[src/rtl/control_fsm_if.sv]
`default_nettype none
// ============================================================================
// Module   : control_fsm_if
// Purpose  : Bundles the instruction handshake, the memory request/ack
//            handshake and the datapath control strobes of the pierogi
//            multi-cycle control sequencer.
// Revision : 1.0 - initial release
// ----------------------------------------------------------------------------
// Parameters:
//   OPW  - opcode width (>= 4)
//   ALUW - alu_op width (>= 4)
// Signals:
//   instr_valid / instr_ready / opcode  - instruction handshake from fetch
//   eq                                  - datapath comparator equal flag
//   mem_req / mem_we / mem_ack          - memory request handshake
//   rf_we, pc_load, pc_jump, b_sel,
//   wb_sel, alu_op                      - datapath controls
//   illegal, fault                      - status
// Modports:
//   master - the control sequencer (drives controls, consumes opcode/flags)
//   slave  - the fetch/datapath/memory environment around it
// ============================================================================
interface control_fsm_if #(
  parameter int OPW  = 4,
  parameter int ALUW = 4
);
  logic            instr_valid;
  logic            instr_ready;
  logic [OPW-1:0]  opcode;
  logic            eq;
  logic            mem_ack;
  logic            mem_req;
  logic            mem_we;
  logic            rf_we;
  logic            pc_load;
  logic            pc_jump;
  logic            b_sel;
  logic            wb_sel;
  logic [ALUW-1:0] alu_op;
  logic            illegal;
  logic            fault;

  modport master (
    input  instr_valid, opcode, eq, mem_ack,
    output instr_ready, mem_req, mem_we, rf_we, pc_load, pc_jump,
           b_sel, wb_sel, alu_op, illegal, fault
  );

  modport slave (
    output instr_valid, opcode, eq, mem_ack,
    input  instr_ready, mem_req, mem_we, rf_we, pc_load, pc_jump,
           b_sel, wb_sel, alu_op, illegal, fault
  );
endinterface
`default_nettype wire

[src/rtl/control_fsm.sv]
`default_nettype none
// ============================================================================
// Module   : control_fsm
// Purpose  : Multi-cycle control sequencer for the pierogi CPU. Accepts one
//            opcode at a time and walks it through DECODE, EXEC, MEM and WB,
//            driving registered datapath selects, ALU op, register-file
//            write, PC load and a stall-capable memory request.
// Revision : 1.0 - initial release
// ----------------------------------------------------------------------------
// Parameters:
//   OPW     - opcode width, >= 4 (only bits [3:0] encode operations);
//             must match the connected interface instance
//   ALUW    - alu_op width, >= 4 (upper bits driven 0); must match interface
//   TIMEOUT - maximum MEM wait cycles (1..255), only with CTRL_TIMEOUT_EN
// Ports:
//   clk  - rising-edge clock
//   rst  - asynchronous active-high reset
//   bus  - control_fsm_if.master (instruction, memory and control signals)
// Configuration macro:
//   CTRL_TIMEOUT_EN - when defined, a MEM wait longer than TIMEOUT cycles
//                     sets the sticky fault and parks the sequencer in HALT.
//                     When undefined, MEM waits forever and fault is 0.
// Notes:
//   Every output is a flop; each one is loaded with the value belonging to
//   the state being entered, so nothing combinational reaches the ports.
// ============================================================================
module control_fsm #(
  parameter int OPW     = 4,
  parameter int ALUW    = 4,
  parameter int TIMEOUT = 15
) (
  input wire            clk,
  input wire            rst,
  control_fsm_if.master bus
);

  // --------------------------------------------------------------------------
  // Elaboration-time parameter sanity
  // --------------------------------------------------------------------------
  generate
    if (OPW < 4 || ALUW < 4 || TIMEOUT < 1 || TIMEOUT > 255) begin : g_bad_params
      $error("control_fsm: OPW/ALUW must be >= 4 and TIMEOUT in 1..255");
    end
  endgenerate

  // --------------------------------------------------------------------------
  // State encoding
  // --------------------------------------------------------------------------
  typedef enum logic [2:0] {
    S_FETCH  = 3'd0,
    S_DECODE = 3'd1,
    S_EXEC   = 3'd2,
    S_MEM    = 3'd3,
    S_WB     = 3'd4,
    S_HALT   = 3'd5
  } state_t;

  // Opcode values with a control-flow meaning of their own
  localparam logic [3:0] c_op_j   = 4'h7;
  localparam logic [3:0] c_op_beq = 4'h8;
  localparam logic [3:0] c_op_bne = 4'h9;
  localparam logic [3:0] c_op_lw  = 4'hE;
  localparam logic [3:0] c_op_sw  = 4'hF;

  state_t          r_state, w_state_nx;
  logic [3:0]      r_op, w_op_nx;
  logic            r_ready, w_ready_nx;
  logic            r_mem_req, w_mem_req_nx;
  logic            r_mem_we, w_mem_we_nx;
  logic            r_rf_we, w_rf_we_nx;
  logic            r_pc_load, w_pc_load_nx;
  logic            r_pc_jump, w_pc_jump_nx;
  logic            r_b_sel, w_b_sel_nx;
  logic            r_wb_sel, w_wb_sel_nx;
  logic [ALUW-1:0] r_alu_op, w_alu_op_nx;
  logic            r_illegal, w_illegal_nx;

`ifdef CTRL_TIMEOUT_EN
  localparam logic [7:0] c_wait_last = 8'(TIMEOUT - 1);
  logic [7:0] r_wait_cnt, w_wait_cnt_nx;
  logic       r_fault, w_fault_nx;
`endif

  // --------------------------------------------------------------------------
  // Opcode bits above [3:0] mark an unsupported instruction
  // --------------------------------------------------------------------------
  logic w_op_hi;
  generate
    if (OPW > 4) begin : g_op_hi
      assign w_op_hi = |bus.opcode[OPW-1:4];
    end else begin : g_op_narrow
      assign w_op_hi = 1'b0;
    end
  endgenerate

  // --------------------------------------------------------------------------
  // Select decode of the incoming opcode. Loaded at the accept edge so the
  // selects are already valid in the first DECODE cycle.
  // --------------------------------------------------------------------------
  logic [3:0] w_dec_alu;
  logic       w_dec_b_sel;
  logic       w_dec_wb_sel;
  logic       w_dec_pc_jump;

  always_comb begin
    w_dec_alu     = 4'h0;
    w_dec_b_sel   = 1'b0;
    w_dec_wb_sel  = 1'b0;
    w_dec_pc_jump = 1'b0;
    case (bus.opcode[3:0])
      4'h0, 4'h1, 4'h2, 4'h3, 4'h4, 4'h5, 4'h6: begin
        w_dec_alu    = bus.opcode[3:0];
        w_dec_wb_sel = 1'b1;
      end
      4'h7: begin
        w_dec_pc_jump = 1'b1;
      end
      4'h8, 4'h9: begin
        // Branches are PC-relative; the comparator needs no ALU setting.
        w_dec_pc_jump = 1'b0;
      end
      4'hA, 4'hB: begin
        w_dec_alu    = bus.opcode[3:0];
        w_dec_b_sel  = 1'b1;
        w_dec_wb_sel = 1'b1;
      end
      4'hC: begin
        w_dec_alu    = 4'h4;
        w_dec_b_sel  = 1'b1;
        w_dec_wb_sel = 1'b1;
      end
      4'hD: begin
        w_dec_alu    = 4'hC;
        w_dec_wb_sel = 1'b1;
      end
      4'hE, 4'hF: begin
        // Address = base + immediate; write-back comes from memory.
        w_dec_alu   = 4'h4;
        w_dec_b_sel = 1'b1;
      end
      default: begin
        w_dec_alu = 4'h0;
      end
    endcase
  end

  // Class of the latched opcode, used from EXEC onward
  logic w_is_ctl;
  logic w_is_mem;
  assign w_is_ctl = (r_op == c_op_j) || (r_op == c_op_beq) || (r_op == c_op_bne);
  assign w_is_mem = (r_op == c_op_lw) || (r_op == c_op_sw);

  // --------------------------------------------------------------------------
  // Next-state and next-output logic
  // --------------------------------------------------------------------------
  always_comb begin
    w_state_nx   = r_state;
    w_op_nx      = r_op;
    w_alu_op_nx  = r_alu_op;
    w_b_sel_nx   = r_b_sel;
    w_wb_sel_nx  = r_wb_sel;
    w_pc_jump_nx = r_pc_jump;
    w_illegal_nx = 1'b0;
    w_rf_we_nx   = 1'b0;
    w_pc_load_nx = 1'b0;
    w_mem_req_nx = 1'b0;
    w_mem_we_nx  = 1'b0;
    w_ready_nx   = 1'b0;
`ifdef CTRL_TIMEOUT_EN
    w_wait_cnt_nx = r_wait_cnt;
    w_fault_nx    = r_fault;
`endif

    case (r_state)
      S_FETCH: begin
        if (bus.instr_valid && r_ready) begin
          w_op_nx    = bus.opcode[3:0];
          w_state_nx = S_DECODE;
          if (w_op_hi) begin
            // Selects stay at their FETCH value of 0.
            w_illegal_nx = 1'b1;
          end else begin
            w_alu_op_nx  = ALUW'(w_dec_alu);
            w_b_sel_nx   = w_dec_b_sel;
            w_wb_sel_nx  = w_dec_wb_sel;
            w_pc_jump_nx = w_dec_pc_jump;
          end
        end
      end

      S_DECODE: begin
        if (r_illegal) begin
          w_state_nx = S_FETCH;
        end else begin
          w_state_nx = S_EXEC;
          // pc_load is a flop that must be high during EXEC, so the branch
          // decision uses the comparator flag present at the edge entering
          // EXEC; the datapath holds eq stable across that boundary.
          case (r_op)
            c_op_j:   w_pc_load_nx = 1'b1;
            c_op_beq: w_pc_load_nx = bus.eq;
            c_op_bne: w_pc_load_nx = ~bus.eq;
            default:  w_pc_load_nx = 1'b0;
          endcase
        end
      end

      S_EXEC: begin
        if (w_is_ctl) begin
          w_state_nx = S_FETCH;
        end else if (w_is_mem) begin
          w_state_nx   = S_MEM;
          w_mem_req_nx = 1'b1;
          w_mem_we_nx  = (r_op == c_op_sw);
`ifdef CTRL_TIMEOUT_EN
          w_wait_cnt_nx = 8'd0;
`endif
        end else begin
          w_state_nx = S_WB;
          w_rf_we_nx = 1'b1;
        end
      end

      S_MEM: begin
        // An ack in the expiry cycle is honoured before the timeout.
        if (bus.mem_ack) begin
          if (r_op == c_op_lw) begin
            w_state_nx = S_WB;
            w_rf_we_nx = 1'b1;
          end else begin
            w_state_nx = S_FETCH;
          end
        end else begin
`ifdef CTRL_TIMEOUT_EN
          if (r_wait_cnt == c_wait_last) begin
            w_state_nx = S_HALT;
            w_fault_nx = 1'b1;
          end else begin
            w_wait_cnt_nx = r_wait_cnt + 8'd1;
            w_mem_req_nx  = 1'b1;
            w_mem_we_nx   = (r_op == c_op_sw);
          end
`else
          w_mem_req_nx = 1'b1;
          w_mem_we_nx  = (r_op == c_op_sw);
`endif
        end
      end

      S_WB: begin
        w_state_nx = S_FETCH;
      end

      S_HALT: begin
        w_state_nx = S_HALT;
      end

      default: begin
        w_state_nx = S_FETCH;
      end
    endcase

    // Selects are meaningful only while an instruction is in flight.
    if (w_state_nx == S_FETCH || w_state_nx == S_HALT) begin
      w_alu_op_nx  = '0;
      w_b_sel_nx   = 1'b0;
      w_wb_sel_nx  = 1'b0;
      w_pc_jump_nx = 1'b0;
    end

    w_ready_nx = (w_state_nx == S_FETCH);
  end

  // --------------------------------------------------------------------------
  // State and output registers
  // --------------------------------------------------------------------------
  always_ff @(posedge clk or posedge rst) begin
    if (rst) begin
      r_state   <= S_FETCH;
      r_op      <= 4'h0;
      r_ready   <= 1'b0;
      r_mem_req <= 1'b0;
      r_mem_we  <= 1'b0;
      r_rf_we   <= 1'b0;
      r_pc_load <= 1'b0;
      r_pc_jump <= 1'b0;
      r_b_sel   <= 1'b0;
      r_wb_sel  <= 1'b0;
      r_alu_op  <= '0;
      r_illegal <= 1'b0;
    end else begin
      r_state   <= w_state_nx;
      r_op      <= w_op_nx;
      r_ready   <= w_ready_nx;
      r_mem_req <= w_mem_req_nx;
      r_mem_we  <= w_mem_we_nx;
      r_rf_we   <= w_rf_we_nx;
      r_pc_load <= w_pc_load_nx;
      r_pc_jump <= w_pc_jump_nx;
      r_b_sel   <= w_b_sel_nx;
      r_wb_sel  <= w_wb_sel_nx;
      r_alu_op  <= w_alu_op_nx;
      r_illegal <= w_illegal_nx;
    end
  end

`ifdef CTRL_TIMEOUT_EN
  always_ff @(posedge clk or posedge rst) begin
    if (rst) begin
      r_wait_cnt <= 8'd0;
      r_fault    <= 1'b0;
    end else begin
      r_wait_cnt <= w_wait_cnt_nx;
      r_fault    <= w_fault_nx;
    end
  end
  assign bus.fault = r_fault;
`else
  assign bus.fault = 1'b0;
`endif

  // --------------------------------------------------------------------------
  // Port drive
  // --------------------------------------------------------------------------
  assign bus.instr_ready = r_ready;
  assign bus.mem_req     = r_mem_req;
  assign bus.mem_we      = r_mem_we;
  assign bus.rf_we       = r_rf_we;
  assign bus.pc_load     = r_pc_load;
  assign bus.pc_jump     = r_pc_jump;
  assign bus.b_sel       = r_b_sel;
  assign bus.wb_sel      = r_wb_sel;
  assign bus.alu_op      = r_alu_op;
  assign bus.illegal     = r_illegal;

endmodule
`default_nettype wire

[src/flat_wrapper.sv]
// flat-port wrapper written by rule: the top's interface ports become plain ports
module control_fsm_flat 
#(
  parameter int OPW     = 4,
  parameter int ALUW    = 4,
  parameter int TIMEOUT = 15
)
  (clk, rst, bus_instr_valid, bus_opcode, bus_eq, bus_mem_ack, bus_instr_ready, bus_mem_req, bus_mem_we, bus_rf_we, bus_pc_load, bus_pc_jump, bus_b_sel, bus_wb_sel, bus_alu_op, bus_illegal, bus_fault);
  control_fsm_if #(.OPW(OPW), .ALUW(ALUW)) bus_i ();
  input wire clk;
  input wire rst;
  input wire logic [$bits(bus_i.instr_valid)-1:0] bus_instr_valid;
  input wire logic [$bits(bus_i.opcode)-1:0] bus_opcode;
  input wire logic [$bits(bus_i.eq)-1:0] bus_eq;
  input wire logic [$bits(bus_i.mem_ack)-1:0] bus_mem_ack;
  output wire logic [$bits(bus_i.instr_ready)-1:0] bus_instr_ready;
  output wire logic [$bits(bus_i.mem_req)-1:0] bus_mem_req;
  output wire logic [$bits(bus_i.mem_we)-1:0] bus_mem_we;
  output wire logic [$bits(bus_i.rf_we)-1:0] bus_rf_we;
  output wire logic [$bits(bus_i.pc_load)-1:0] bus_pc_load;
  output wire logic [$bits(bus_i.pc_jump)-1:0] bus_pc_jump;
  output wire logic [$bits(bus_i.b_sel)-1:0] bus_b_sel;
  output wire logic [$bits(bus_i.wb_sel)-1:0] bus_wb_sel;
  output wire logic [$bits(bus_i.alu_op)-1:0] bus_alu_op;
  output wire logic [$bits(bus_i.illegal)-1:0] bus_illegal;
  output wire logic [$bits(bus_i.fault)-1:0] bus_fault;
  assign bus_i.instr_valid = bus_instr_valid;
  assign bus_i.opcode = bus_opcode;
  assign bus_i.eq = bus_eq;
  assign bus_i.mem_ack = bus_mem_ack;
  assign bus_instr_ready = bus_i.instr_ready;
  assign bus_mem_req = bus_i.mem_req;
  assign bus_mem_we = bus_i.mem_we;
  assign bus_rf_we = bus_i.rf_we;
  assign bus_pc_load = bus_i.pc_load;
  assign bus_pc_jump = bus_i.pc_jump;
  assign bus_b_sel = bus_i.b_sel;
  assign bus_wb_sel = bus_i.wb_sel;
  assign bus_alu_op = bus_i.alu_op;
  assign bus_illegal = bus_i.illegal;
  assign bus_fault = bus_i.fault;
  control_fsm #(.OPW(OPW), .ALUW(ALUW), .TIMEOUT(TIMEOUT)) u_core (.clk(clk), .rst(rst), .bus(bus_i));
endmodule
[config.mk]
export PLATFORM = sky130hd
export DESIGN_NAME = control_fsm_flat
export DESIGN_NICKNAME = d
export VERILOG_FILES = /design/src/rtl/control_fsm_if.sv /design/src/rtl/control_fsm.sv /design/src/flat_wrapper.sv
export SDC_FILE = /design/constraint.sdc
export NUM_CORES = 1
export LEC_CHECK = 0
export ABC_CLOCK_PERIOD_IN_PS = 1600
export CORE_UTILIZATION = 48
export DETAILED_ROUTE_END_ITERATION = 12
export PLACE_DENSITY = 0.84
export SLEW_MARGIN = 20
export SYNTH_ARGS = -nofsm -noshare
export SYNTH_HDL_FRONTEND = slang
export SYNTH_SLANG_ARGS = --single-unit
[constraint.sdc]
create_clock -name clk -period 1.6 [get_ports clk]
set_clock_uncertainty 0.1 [all_clocks]
set_input_delay 0.32 -clock clk [delete_from_list [all_inputs] [get_ports clk]]
set_output_delay 0.32 -clock clk [all_outputs]
set_load 0.02 [all_outputs]
# Word level (Yosys, flattened, before mapping)
# Index checks and enable logic that the tools add are counted.
dict set report word_totals {
  word_cells 88
  output_inout_bits 14
  regBits 19
}
dict set report classes {
  bitwise 1
  n_eq_ne 23
  reduce_logical 16
  mux 37
}
# cell n
set op_table {}
lappend op_table {{4-bit equality test (second input constant)} 10}
lappend op_table {{1-bit 2-to-1 mux} 23}
lappend op_table {{4-bit by 3-bit equality test with 1-bit output (second input constant)} 5}
lappend op_table {{3-bit 2-to-1 mux} 5}
lappend op_table {{3-bit one-hot mux with 5 select lines} 1}
lappend op_table {{4-bit 2-to-1 mux} 3}
lappend op_table {{4-bit one-hot mux with 3 select lines} 1}
lappend op_table {{11-bit OR reduction} 1}
lappend op_table {{9-bit OR reduction} 1}
lappend op_table {{4-bit by 2-bit equality test with 1-bit output (second input constant)} 2}
lappend op_table {{3-bit by 2-bit equality test with 1-bit output (second input constant)} 2}
lappend op_table {{3-bit equality test (second input constant)} 2}
lappend op_table {{3-bit logical NOT} 2}
lappend op_table {{1-bit one-hot mux with 2 select lines} 3}
lappend op_table {{5-bit OR reduction} 1}
lappend op_table {{4-bit by 1-bit equality test with 1-bit output (second input constant)} 1}
lappend op_table {{4-bit logical NOT} 1}
lappend op_table {{1-bit logical OR} 4}
lappend op_table {{2-bit AND reduction} 2}
lappend op_table {{2-bit nonzero test} 2}
lappend op_table {{3-bit by 1-bit equality test with 1-bit output (second input constant)} 1}
lappend op_table {{1-bit one-hot mux with 3 select lines} 1}
lappend op_table {{3-bit OR reduction} 1}
lappend op_table {{1-bit logical AND} 1}
lappend op_table {{1-bit inverter} 1}

# Longest topological paths before layout
dict set report logic_depth {
  depth_word 9
  depth_mapped 5
}

# Worst setup path before layout
# Ideal clock, no wire load.
dict set report synth_timing {
  path_type {register -> register}
  from {reg u_core.r_op[3]}
  to {reg u_core.r_b_sel, in the netlist u_core.bus.b_sel}
  arrival_time_ps 1240
  path_stages_with_launch 5
  n_path_buf 0
  path_slack_ps 180
  cell_sequence {dfrtp_1 > nor3b_1 > nand2b_1 > o32a_4 > o22ai_2}
}
dict set report synth_via {
  elab_chain_cells 9
}
# item line
set synth_lines {}
lappend synth_lines {{start: declaration} control_fsm.sv:66} ;# logic [3:0] r_op, w_op_nx;
lappend synth_lines {{start signal: assignment} control_fsm.sv:293} ;# r_op <= w_op_nx;
lappend synth_lines {{4-bit equality test (tied with other cells)} {control_fsm.sv:151, control_fsm.sv:227}}
lappend synth_lines {{1-bit logical OR (on tied branches)} {control_fsm.sv:151, control_fsm.sv:150}}
lappend synth_lines {{3-bit 2-to-1 mux / 1-bit logical OR (equally long branches)} {control_fsm.sv:211, control_fsm.sv:150}}
lappend synth_lines {{3-bit 2-to-1 mux} control_fsm.sv:209} ;# if (w_is_ctl) begin
lappend synth_lines {{3-bit one-hot mux with 5 select lines (*)} control_fsm.sv:174} ;# case (r_state)
lappend synth_lines {{3-bit equality test / 3-bit logical NOT (equally long branches)} control_fsm.sv:264} ;# if (w_state_nx == S_FETCH || w_state_nx == S_HALT) begin
lappend synth_lines {{1-bit logical OR (*)} control_fsm.sv:264}
lappend synth_lines {{2-bit nonzero test (no line)} n/a}
lappend synth_lines {{2-bit AND reduction (no line)} n/a}
lappend synth_lines {{end signal: assignment} control_fsm.sv:300} ;# r_b_sel <= w_b_sel_nx;
lappend synth_lines {{end: declaration} control_fsm.sv:73} ;# logic r_b_sel, w_b_sel_nx;
# Every way passes the cells marked *; elsewhere a longest branch is shown, timed or not.
# A chain may end at the register's enable or synchronous reset.

# Final worst setup path
dict set report layout_timing {
  from {reg u_core.r_op[3]}
  to {reg u_core.r_alu_op[3], in the netlist u_core.bus.alu_op[3]}
}
dict set report layout_via {
  elab_chain_cells 9
}
# item line
set layout_lines {}
lappend layout_lines {{4-bit equality test (tied with other cells)} {control_fsm.sv:151, control_fsm.sv:227}}
lappend layout_lines {{1-bit logical OR (on tied branches)} {control_fsm.sv:151, control_fsm.sv:150}}
lappend layout_lines {{3-bit 2-to-1 mux / 1-bit logical OR (equally long branches)} {control_fsm.sv:211, control_fsm.sv:150}}
lappend layout_lines {{3-bit 2-to-1 mux} control_fsm.sv:209}
lappend layout_lines {{3-bit one-hot mux with 5 select lines (*)} control_fsm.sv:174}
lappend layout_lines {{3-bit equality test / 3-bit logical NOT (equally long branches)} control_fsm.sv:264}
lappend layout_lines {{1-bit logical OR (*)} control_fsm.sv:264}
lappend layout_lines {{2-bit nonzero test (no line)} n/a}
lappend layout_lines {{2-bit AND reduction (no line)} n/a}
lappend layout_lines {{end signal: assignment} control_fsm.sv:302} ;# r_alu_op <= w_alu_op_nx;
lappend layout_lines {{end: declaration} control_fsm.sv:75} ;# logic [ALUW-1:0] r_alu_op, w_alu_op_nx;
# Marks and branches as above.

==> key figures <==
Global route
  • Largest net degree at the start of global routing: 20
  • Total gr overflow: 0
  • Global-route wire length before repair: 3125 µm
  • Total global-route track usage: between 20% and 30%
  • Initial antenna violation count: 0
  • Number of global-route vias before repair: just over 700

Drt
  • 1st-iter DRT viols: 14
  • Final WL: 1900 µm
  • Vias: 776
  • Average routed wire per standard cell: 12.84 µm
  • Number of nets with antenna violations after routing: 0
  • First-pass DRT Iterations: 4
  • DRC: 0
  • Vias per cell: between 5 and 6

Synth
  • Mapped Area: slightly below 0.001 mm²
  • Largest area contributor in the netlist: dfrtp_1
  • Cells after Synth: between 90 and 100
  • Synth top area share: 49.16%
  • Syn Area/Cell: around 10 µm²
  • Synth warn: 0
  • Netlist cell types: 35
  • Sequential area share after synthesis: between 40% and 50%
  • Area contributors post-synth: dfrtp_1, inv_1, nand2b_1, o22ai_2, o21ai_2
  • Seq cells post-synth: 19

Worst setup path
  • Crit Path Class: flip-flop to flip-flop
  • Element type at the critical path end: flip-flop
  • Worst Path Required: ~1.7 ns
  • Largest fanout on the critical path: 7
  • Crit-path cells: nor3b_2 -> nand2b_1 -> o32a_4 -> o22ai_2
  • Worst EP arrival: about 1.7 ns
  • Crit path largest cell delay: approximately 0.44 ns
  • Slowest-stage cell, CP: o32a_4
  • CP startpoint kind: flip-flop

Die
  • Die width: between 40 and 50 µm
  • Core area: 0.001802 mm²
  • Die height: between 40 and 50 µm
  • Row count: 15
  • Die area: around 0.0022 mm²
  • Io pins: 23
  • Initial Util: a little over half

Cells and area
  • Area grow syn2layout: 29.24%
  • Non-Filler Instances: around 150
  • Multi-input logic area: 430.4 µm²
  • Most frequent cells in the layout: dfrtp_1, dlygate4sd2_1, inv_1, nand2_1
  • Nets: approximately 130
  • Commonest non-fill, non-tap cell in the layout: dfrtp_1
  • Number of diodes: 0
  • Layout cell share with drive strength beyond 1: about a fifth
  • Sequential cell area: ~480 µm²
  • Fillers: 163

Outcome
  • Status: complete, no violations

STA
  • Max-slew violations: 0
  • Final TNS setup: 0 ns
  • RSZ-0062 raised after global routing: true
  • Final WS setup: ~0.040 ns
  • Achievable Freq: between 0.6 and 0.7 GHz
  • Period utilisation layout: slightly below 100%
  • Final critical-path required period: 1.560 ns
  • Setup violators final: 0
  • Final Hold Vio Count: 0

CTS
  • Clock buffer depth: 2
  • Cts hold-fix bufs: 0
  • Num CTS Buffers: 3
  • Clock Root Buffer: clkbuf_4
  • TritonCTS clock tree: done
  • Clk sinks: 19
  • Htree depth: 1
  • Clk_lat worst skew: roughly 0.3 ns
  • Clock transition at the registers of the reported paths: around 0.11 ns

Pwr
  • Internal: 1100 µW
  • Combinational share of power: approximately 45%
  • VDD IR max: approximately 0.001 V
  • Sw power: approximately 750 µW
  • Seq pwr share: between 40% and 50%
  • PD cells: between 1000 and 1500 mW/mm²
  • Pleak: around 0.0006 µW
  • Sw Share: just over 40%
  • Clock share of power: 13.3%

Flow run
  • Max Cap Viol: 0

Min path
  • Min-Delay Path Class: input port to async pin

Place
  • Placed Cells: about 140
  • Place WS: -0.1279 ns
  • Global placement routability congestion: around 0.79
  • Post-DP HPWL: between 1000 and 1500 µm
  • IO buf count: 20
final cells by class:
type                       instances  area share [%]
sequential                        19           38.04
multi-input combinational         61           34.43
timing repair buffer              28           19.62
inverter                          11           3.303
tap                               25           2.503
clock buffer                       4           2.102
through the flow:
| step | total power, µW | utilization [%] | area, µm² | hold WS, ns |
|---|---|---|---|---|
| final | 1849 | 69.38 | 1250 | 0.2189 |
| after global routing | 1982 | 69.38 | 1250 | 0.2629 |
| after CTS | 1833 | 68.40 | 1232 | 0.2108 |
| after detailed placement | 1633 | 67.78 | 1221 | 0.4212 |
| after global placement | 1600 | 67.78 | 1221 | 0.3980 |
| after floorplan | 1318 | - | 970.9 | 0.1711 |
layer usage:
metal | vias up | GRT usage (%) | part of all wire, %
met5 | - | 0 | 0
met4 | 0 | 11.43 | 1.5
met3 | 3 | 5.385 | 2.8
met2 | 12 | 30.28 | 48
met1 | 381 | 28.54 | 47
li1 | 380 | - | -
sequential cells by signal, indices dropped and copies added, names as in the netlist:
signal,cells
u_core.bus.mem_we,1
u_core.bus.mem_req,1
u_core.r_state,3
u_core.bus.pc_jump,1
u_core.bus.wb_sel,1
u_core.bus.alu_op,4
u_core.bus.instr_ready,1
u_core.r_op,4
u_core.bus.rf_we,1
u_core.bus.b_sel,1
u_core.bus.pc_load,1
worst max-delay path, delay by kind of cell, from the launching register on:
family | cells | cell delay [ns]
compound gates | 2 | 0.59
flops | 1 | 0.43
simple gates | 2 | 0.37
power by group through the flow:
stage	registers (µW)	clock network [µW]	logic, µW
2_1_floorplan	844	0	475
3_3_place_gp	775	0	825
3_5_place_dp	785	0	849
4_1_cts	771	260	801
5_1_grt	804	273	905
6_report	776	245	827
kinds of logic after synthesis:
family / after synthesis / synth area share (%)
and+or+nand+nor: 34 / 20.05
muxes: 3 / 3.363
buffers and inverters: 16 / 7.762
xor gates and xnor gates: 1 / 0.9057
other: 1 / 0.3877
DFF: 19 / 49.16
AOI/OAI and AO/OA: 21 / 18.37
synth_stat cells:
cell / instances
a21oi_1: 4
a32oi_1: 1
and3_1: 1
and3_2: 1
and4_2: 1
buf_4: 4
clkbuf_1: 1
conb_1: 1
dfrtp_1: 19
inv_1: 11
mux2_1: 2
mux2i_1: 1
nand2_1: 9
nand2_2: 1
nand2b_1: 6
nand3_1: 2
nand4_1: 1
nand4b_1: 2
nor2_1: 4
nor2b_1: 1
nor3_1: 1
nor3b_1: 1
nor4_1: 1
nor4_2: 1
o211ai_1: 1
o21ai_0: 1
o21ai_1: 2
o21ai_2: 4
o21bai_1: 2
o221ai_1: 1
o22ai_2: 3
o31ai_1: 1
o32a_4: 1
or3_1: 1
xor2_1: 1
final timing paths:
check,start,to,slack [ns],depth (start not counted)
worst max-delay path,u_core.r_op[3]$_DFFE_PP0P_,u_core.bus.alu_op[3]$_DFFE_PP0P_,0.04,4
worst min-delay path,rst,u_core.bus.pc_jump$_DFFE_PP0P_,0.22,3
worst max register to register,u_core.r_op[3]$_DFFE_PP0P_,u_core.bus.alu_op[3]$_DFFE_PP0P_,0.04,4
worst min register to register,u_core.bus.alu_op[1]$_DFFE_PP0P_,u_core.bus.alu_op[1]$_DFFE_PP0P_,0.43,2
max in group asynchronous,rst,u_core.r_state[1]$_DFF_PP0_,0.97,3
min in group clk,u_core.bus.alu_op[1]$_DFFE_PP0P_,u_core.bus.alu_op[1]$_DFFE_PP0P_,0.43,2
what timing repair did:
action / CTS / global route
pin swaps: 0 / 0
gates resized for setup: 12 / 2
endpoints found under the setup margin: 12 / 8
setup buffers: 0 / 1
Note: power is estimated with default switching activity, not from simulation.
